**src/rtl/slow2fast_buffer.sv**
```systemverilog
// Slow-to-fast AXI-Stream crossing buffer, clocked entirely by the fast clock.
// Beats are sampled once per slow period into a small FIFO and replayed at fast rate.
module slow2fast_buffer #(
    parameter int DWIDTH = 128,
    parameter int RATIO  = 2,
    parameter int DEPTH  = 2
) (
    input  logic                     clk,
    input  logic                     rst,
    input  logic [$clog2(RATIO)-1:0] clk_cnt,
    input  logic [DWIDTH-1:0]        s_axis_tdata,
    input  logic [DWIDTH/8-1:0]      s_axis_tkeep,
    input  logic                     s_axis_tlast,
    input  logic                     s_axis_tvalid,
    output logic                     s_axis_tready,
    output logic [DWIDTH-1:0]        m_axis_tdata,
    output logic [DWIDTH/8-1:0]      m_axis_tkeep,
    output logic                     m_axis_tlast,
    output logic                     m_axis_tvalid,
    input  logic                     m_axis_tready
);

    localparam int CW = $clog2(RATIO);
    localparam int KW = DWIDTH / 8;
    localparam int PW = $clog2(DEPTH);
    localparam int OW = $clog2(DEPTH + 1);

    logic [DWIDTH-1:0] data_mem [DEPTH];
    logic [KW-1:0]     keep_mem [DEPTH];
    logic              last_mem [DEPTH];

    logic [PW-1:0] wr_ptr;
    logic [PW-1:0] rd_ptr;
    logic [OW-1:0] occ;
    logic [OW-1:0] occ_next;
    logic          ready_q;
    logic          sample;
    logic          wr;
    logic          rd;

    function automatic logic [PW-1:0] ptr_inc(input logic [PW-1:0] p);
        return (p == PW'(DEPTH - 1)) ? '0 : p + PW'(1);
    endfunction

    // The fast edge that closes the last phase of a slow period is the only
    // point where the slow-domain inputs are guaranteed stable.
    assign sample   = (clk_cnt == CW'(RATIO - 1));
    assign wr       = sample && s_axis_tvalid && ready_q;
    assign rd       = (occ != '0) && m_axis_tready;
    assign occ_next = occ + OW'(wr) - OW'(rd);

    always_ff @(posedge clk or posedge rst) begin
        if (rst) begin
            wr_ptr  <= '0;
            rd_ptr  <= '0;
            occ     <= '0;
            ready_q <= 1'b0;
        end else begin
            if (wr) begin
                wr_ptr <= ptr_inc(wr_ptr);
            end
            if (rd) begin
                rd_ptr <= ptr_inc(rd_ptr);
            end
            occ <= occ_next;
            // Ready is only re-evaluated once per slow period; occupancy can
            // only fall between sample edges, so an advertised slot stays free.
            if (sample) begin
                ready_q <= (occ_next < OW'(DEPTH));
            end
        end
    end

    // NOTE: the entries themselves are reset, not just the pointers, so the
    // head outputs read as zero while rst is held and no stale beat survives.
    always_ff @(posedge clk or posedge rst) begin
        if (rst) begin
            for (int i = 0; i < DEPTH; i++) begin
                data_mem[i] <= '0;
                keep_mem[i] <= '0;
                last_mem[i] <= 1'b0;
            end
        end else if (wr) begin
            data_mem[wr_ptr] <= s_axis_tdata;
            keep_mem[wr_ptr] <= s_axis_tkeep;
            last_mem[wr_ptr] <= s_axis_tlast;
        end
    end

    assign s_axis_tready = ready_q;
    assign m_axis_tvalid = (occ != '0);
    assign m_axis_tdata  = data_mem[rd_ptr];
    assign m_axis_tkeep  = keep_mem[rd_ptr];
    assign m_axis_tlast  = last_mem[rd_ptr];

endmodule

```
**config.mk**
```make
export PLATFORM = sky130hd
export DESIGN_NAME = slow2fast_buffer
export DESIGN_NICKNAME = d
export VERILOG_FILES = /design/src/rtl/slow2fast_buffer.sv
export SDC_FILE = /design/constraint.sdc
export NUM_CORES = 1
export LEC_CHECK = 0
export CAP_MARGIN = 40
export CELL_PAD_IN_SITES_DETAIL_PLACEMENT = 1
export CELL_PAD_IN_SITES_GLOBAL_PLACEMENT = 2
export CORE_UTILIZATION = 36
export DETAILED_ROUTE_END_ITERATION = 12
export PLACE_DENSITY_LB_ADDON = 0.12
export SYNTH_ARGS = -nofsm -noshare
export SYNTH_HDL_FRONTEND = slang
export SYNTH_SLANG_ARGS = --single-unit
```
**constraint.sdc**
```tcl
create_clock -name clk -period 12 [get_ports clk]
set_input_delay 2.4 -clock clk [delete_from_list [all_inputs] [get_ports clk]]
set_output_delay 2.4 -clock clk [all_outputs]
set_load 0.005 [all_outputs]
```
# Word level (Yosys, flattened, before mapping)
# Index checks and enable logic that the tools add are counted.
[totals] regBits=295 in_bits=150 elab_cells=45
[classes] n_addsub=4 order_cmp=4 n_mux=20 bitwise=2 n_reduce_logical=5
[ops] operator="2-to-1 mux 128 bit" n=4
[ops] operator="bitwise mux 256 bit" n=1
[ops] operator="demux 128 bit (select 1 bit)" n=1
[ops] operator="2-to-1 mux 16 bit" n=4
[ops] operator="bitwise mux 32 bit" n=1
[ops] operator="demux 16 bit (select 1 bit)" n=1
[ops] operator="2-to-1 mux 1 bit" n=6
[ops] operator=">= comparator 2 bit (second input constant)" n=2
[ops] operator="logical AND 1 bit" n=4
[ops] operator="NOT 1 -> 2 bit" n=2
[ops] operator="adder 1 bit (second input constant)" n=2
[ops] operator="adder 2 x 1 -> 2 bit" n=1
[ops] operator="bitwise mux 2 bit" n=1
[ops] operator="less-than comparator 2 x 1 -> 1 bit (second input constant)" n=1
[ops] operator="less-than comparator 2 bit (second input constant)" n=1
[ops] operator="nonzero test 2 bit" n=1
[ops] operator="subtractor 2 x 1 -> 2 bit" n=1
[ops] operator="demux 1 bit (select 1 bit)" n=1

# Longest topological paths before layout
# Gate-level depths: netlist (run 1).
[depth] ltp_word=6 depth_mapped=6 ltp_nobuf=6

# Worst setup path before layout (run 1)
# Ideal clock, no wire load.
[synth_path] kind="input port to flip-flop" from="input port m_axis_tready" to="register ready_q (netlist: s_axis_tready)" setup_ns=0.126 arrival_time_ns=3.604 setup_slack_ns=8.270 stages=6 path_cell_list="o21ai_0 -> xor2_1 -> ha_1 -> xor2_1 -> o2bb2ai_1 -> a311o_1"
[synth_via] elab_chain_len=3
[synth_rtl] item="start: declaration" line="20" rtl="input logic m_axis_tready"
[synth_rtl] item="logical AND 1 bit" line="49" rtl="assign rd = (occ != '0) && m_axis_tready;"
[synth_rtl] item="subtractor 2 x 1 -> 2 bit" line="50" rtl="assign occ_next = occ + OW'(wr) - OW'(rd);"
[synth_rtl] item="less-than comparator 2 bit" line="69" rtl="ready_q <= (occ_next < OW'(DEPTH));"
[synth_rtl] item="end signal: assignment" line="69"
[synth_rtl] item="end: declaration" line="36" rtl="logic ready_q;"
# No other way between the ends.
# A chain may end at the register's enable or synchronous reset.

# Worst setup path in the final report (run 1)
[layout_path] from="register rd_ptr" to="output port m_axis_tdata[76]"
[layout_via] elab_chain_len=4
[layout_rtl] item="start: declaration" line="33" rtl="logic [PW-1:0] rd_ptr;"
[layout_rtl] item="start signal: assignment" line="63" rtl="rd_ptr <= ptr_inc(rd_ptr);"
[layout_rtl] item="NOT 1 -> 2 bit (not written as such)" line="92" rtl="assign m_axis_tdata = data_mem[rd_ptr];"
[layout_rtl] item="2-to-1 mux 128 bit (not written as such) (3 in a row)" line="92"
[layout_rtl] item="end: declaration" line="16" rtl="output logic [DWIDTH-1:0] m_axis_tdata,"
# No other way between the ends. The select of a mux whose other input is x is not followed.

==> results.cfg, run 1 <==
[run_status]
status = finished, final reports clean

[routing]
dr.pass1.iters = 3
ant_nets = 0
vias = 7580
drc = 0
wl_per_cell_um = 20.2
via_per_inst = 4.77
drt_wl_total_mm = 32.1
drt_first_iter_violations = 175

[yosys]
yosys.area.top_type_share_pct = 55.6
synth.distinct_cells = 21
synth_edf_count = 0
avgSynthCellArea_um2 = 16.6
syn_area_mm2 = 0.0133
yosys-top-cells-count = mux2_2 (296), dfrtp_1 (295), mux2_4 (139)
ys_seq_area_share_pct = 55.6
synthMuxAreaShare_pct = 40.8
postSynth.asyncResetShare_pct = 100
yosys-top-cells-area = dfrtp_1 (56%), mux2_2 (25%), mux2_4 (16%)
synth_cells = 798
synth_top_family_by_area = multiplexers
post-synth-top-count-cell = mux2_2
syn-num-nets = 949
yosys.area_share.simple_pct = 0.396
post_synth_fa_ha_maj_area_fraction_pct = 0.0942
ys.flop_type = dfrtp_1
synth_xor_area_share_pct = 0.264
yosys.area.top_type = dfrtp_1
yosys_warnings = 0
synth_compound_area_share_pct = 0.217
ys_ff_latch = 295

[worst_setup_path]
regToRegSetupSlack_ps = 8990
startpoint_type = flop
critPathKind = reg2out
required_ps = 9600
end_kind = output port
worstPathArrival_ps = 2920
crit_path_max_fanout = 50

[cts]
cts_tree = done
cts.path.max_buffers = 3
clkLatencyLatePin_ps = 520
cts_resized = 0
ctsHoldBuffers = 0
clock-root-buffer = clkbuf_16
htreeDepth = 2
cts_sinks = 295
path_clk_slew_ps = 60
post_cts_buffers = 0
numCtsBuffers = 36

[power_and_ir_drop]
total_power_uw = 5170
p_per_area_mw_per_mm2 = 288
ir_worst_vdd_mv = 0.148
leakage_uw = 0.00807

[timing]
finalCriticalPeriod_ps = 5320
setup_violations = 0
timing.final.crit_share_pct = 44.3
drv_slew = 0
rsz0062_at_grt = false
worstMarginPinSlew_ps = 794
finalSetupTns_ps = 0
hold_viol = 0
worst_slack_ps = 6680
max_slew_margin_pct = 47.0
fmax_mhz = 188
fin_skew_ps = 20.3

[finish]
antennaDiodeCount = 0
drive_gt1_share_pct = 45.5
nFillCells = 3434
stdcell_count = 1588
area_growth_pct = 35.0
num-nets-final = 1251

[placement]
place_congestion = 0.728
dp_hpwl_mm = 21.0
dp_cells = 1523
portBuffers = 296
dp_slack_ps = 6470

[global_routing]
track_usage_pct = 17.5
grt_max_degree = 106
grt_remaining_overflow = 0
grt_pass1_wl_mm = 51.8
grt_pass1_vias = 8626
antenna_found_initial = 3

[hold_path]
hp-class = reg2reg

[floorplanning]
die_h_um = 194
initial_core_util_pct = 37.0
core_area_mm2 = 0.0359
dieWidth_um = 194
dieArea_mm2 = 0.0377
rows = 69
ios = 297

[flow_run]
drv_cap = 0
power breakdown:
group | total (uW) | leakage, uW | switching (uW) | internal [uW]
sequential | 1770 | 0.00354 | 273 | 1500
combinational | 2270 | 0.00392 | 702 | 1570
clock | 1120 | 0.000607 | 427 | 698
routing by layer:
layer | up-vias | track usage [%] | routed length [um]
met5 | - | 0 | 42
met3 | 47 | 6.04 | 2300
li1 | 3457 | - | -
met2 | 188 | 26.7 | 14600
met4 | 6 | 4.26 | 566
met1 | 3882 | 23.6 | 14600
path summary, 6_finish.rpt:
kind / startpoint / end / cells after the start
min: data_mem[95] / data_mem[95] / 1
min in group asynchronous: rst / data_mem[44] / 2
max: rd_ptr / m_axis_tdata[76] / 3
max reg2reg: s_axis_tready / data_mem[181] / 5
max in group asynchronous: rst / keep_mem[11] / 6
min reg2reg: data_mem[95] / data_mem[95] / 1
metrics by stage:
step / hold slack (ps) / util (%) / cell area, um2
floorplan: 459 / - / 13300
global placement: 481 / 46.2 / 16600
detailed placement: 487 / 46.5 / 16700
CTS: 500 / 49.9 / 17900
global route: 515 / 49.9 / 17900
finish: 498 / 49.9 / 17900
sequential cells by signal (all words and copies together), names as in the netlist:
name	cells
data_mem	256
keep_mem	32
last_mem	2
occ	2
rd_ptr	1
s_axis_tready	1
wr_ptr	1
cells in the final DEF, fill, tap and decap left out, drive strengths merged, types with 2 or more instances in the layout:
| master | instances |
|---|---|
| xor2 | 2 |
| mux2 | 435 |
| dfrtp | 295 |
| inv | 5 |
| buf | 16 |
| nand2 | 3 |
| or2 | 2 |
| clkdlybuf4s50 | 296 |
| clkbuf | 52 |
| nand3 | 2 |
| bufinv | 4 |
| clkinv | 5 |
| xnor2 | 2 |
kinds of logic after synthesis:
kind of cell,count (synthesis)
AOI/OAI and AO/OA,4
xor gates and xnor gates,4
adders and majority gates,1
buffers and inverters,50
DFF,295
muxes,435
and+or+nand+nor,9
worst max-delay path, cell delays in order (launching register included):
cell and delay (ps):
dfrtp_4 740, buf_4 710, mux2_2 410, clkdlybuf4s50_1 510
area by class of cell:
| class | instances | area [um2] | area share (%) |
|---|---|---|---|
| Clock buffer | 52 | 1050 | 5.87 |
| Tap cell | 461 | 577 | 3.22 |
| Clock inverter | 13 | 181 | 1.01 |
| Multi-Input combinational cell | 453 | 5550 | 31.0 |
| Inverter | 2 | 15.0 | 0.0838 |
| Timing Repair Buffer | 312 | 3160 | 17.6 |
| Sequential cell | 295 | 7390 | 41.2 |
Power figures use the tool's default switching activity.
==> run 2, diff against run 1 <==
Settings changed: CORE_UTILIZATION 36 to 32.
Clock period 12 ns to 4.47 ns, I/O delays scaled along.
==> run 2 against run 1 <==
  * Combinational power rose to 2.7 times the previous value
  * Die area grew 12%
  * Wire length grew 3.2%
  * Critical path depth did not move
  * Utilization is 5.9 points lower
  * Sequential power grew to 2.7 times the previous value
  * Non-clock buffer count grew 2
  * Total power rose to 2.6 times the previous value
  * Largest power group unchanged
==> results.cfg, run 2 (same netlist as run 1, synthesis figures left out) <==
[floorplanning]
dieArea_mm2 = 0.0423
dieWidth_um = 206
initial_core_util_pct = 32.5
die_h_um = 206
ios = 297
core_area_mm2 = 0.0408
rows = 74

[power_and_ir_drop]
leakage_uw = 0.00805
ir_worst_vdd_mv = 0.367
p_per_area_mw_per_mm2 = 761
total_power_uw = 13700

[worst_setup_path]
crit_path_start = rd_ptr
end_kind = output port
worstPathArrival_ps = 2660
startpoint_type = flop
required_ps = 3580
crit_path_max_fanout = 54
r2r-start = occ[0]
critPathKind = reg2out

[placement]
dp_hpwl_mm = 21.2
portBuffers = 296
dp_cells = 1596
place_congestion = 0.720

[global_routing]
grt_max_degree = 146
grt_pass1_wl_mm = 52.0
track_usage_pct = 16.0
grt_remaining_overflow = 0
antenna_found_initial = 4
grt_pass1_vias = 8578

[hold_path]
hold_path_startpoint = data_mem[75]
hp-class = reg2reg

[cts]
clkLatencyLatePin_ps = 530
htreeDepth = 2
cts_resized = 0
clock-root-buffer = clkbuf_16
path_clk_slew_ps = 50
ctsHoldBuffers = 0
cts.path.max_buffers = 3
post_cts_buffers = 0
cts_tree = done
cts_sinks = 295
numCtsBuffers = 36

[routing]
dr.pass1.iters = 4
via_per_inst = 4.61
drt_first_iter_violations = 236
ant_nets = 0
wl_per_cell_um = 20.0
vias = 7630
drc = 0
drt_wl_total_mm = 33.1

[timing]
fin_skew_ps = 18.3
setup_violations = 0
timing.final.crit_share_pct = 79.4
hold_viol = 0
hold_ws_ps = 497
fmax_mhz = 282
finalCriticalPeriod_ps = 3550
drv_slew = 0
rsz0062_at_grt = false
worstMarginPinSlew_ps = 964
max_slew_margin_pct = 35.7
finalSetupTns_ps = 0

[finish]
final_cell_mix = mux2_2 (296), clkdlybuf4s50_1 (296), dfrtp_1 (294)
top_regs = data_mem x256, keep_mem x32
multi_input_area_mm2 = 0.00555
register_area_mm2 = 0.00739
largest_reg_flops = 256
num-nets-final = 1253
nFillCells = 4022
stdcell_count = 1656
top_register = data_mem
area_growth_pct = 35.3
drive_gt1_share_pct = 45.4

[flow_run]
drv_cap = 0

[run_status]
status = finished, final reports clean
## run 2: cell types whose count changed in the layout (fill, tap and decap cells not counted), sizes merged
cell and delta:
buf +2, bufinv -3, clkbuf -1, clkinv +2, diode +1, inv -4
## run 2: per-layer routing
| metal | global-route usage [%] | up-vias | share of wire (%) |
|---|---|---|---|
| met1 | 21.5 | 3932 | 45 |
| met5 | 0 | - | 0.11 |
| met3 | 5.61 | 46 | 7.6 |
| li1 | - | 3470 | - |
| met4 | 5.21 | 6 | 2.1 |
| met2 | 24.0 | 176 | 45 |
## run 2: path summary, 6_finish.rpt
kind,slack (ps),end,cells past startpoint
worst max-delay path,920,m_axis_tdata[17],3
worst min-delay path,500,data_mem[75],1
worst max register to register,2300,s_axis_tready,6
worst min register to register,500,data_mem[75],1
max in group asynchronous,2760,data_mem[63],4
min in group asynchronous,730,data_mem[45],2
## run 2: stage by stage
step	setup slack [ps]	cell area (um2)	utilization, %
2_1_floorplan	-341	13300	-
3_3_place_gp	1410	16800	41.2
3_5_place_dp	1370	16800	41.3
4_1_cts	839	18000	44.0
5_1_grt	775	18000	44.0
6_report	919	18000	44.0
## run 2: area by class of cell
type / count / share of cell area, %
diodes: 1 / 0.0139
clock buffers: 51 / 5.84
clock inverters: 8 / 0.362
inverters: 2 / 0.0627
multi-input cells: 453 / 30.9
flip-flops and latches: 295 / 41.1
well taps: 532 / 3.70
repair buffers: 314 / 18.0
## run 2: where the power goes
group | switching [uW] | internal [uW]
combinational | 1880 | 4230
sequential | 748 | 4020
clock | 1120 | 1680
## run 2: critical path, stage by stage, from the launching register on
cell             delay, ps
dfrtp_4                810
buf_12                 390
mux2_2                 380
clkdlybuf4s50_1        500
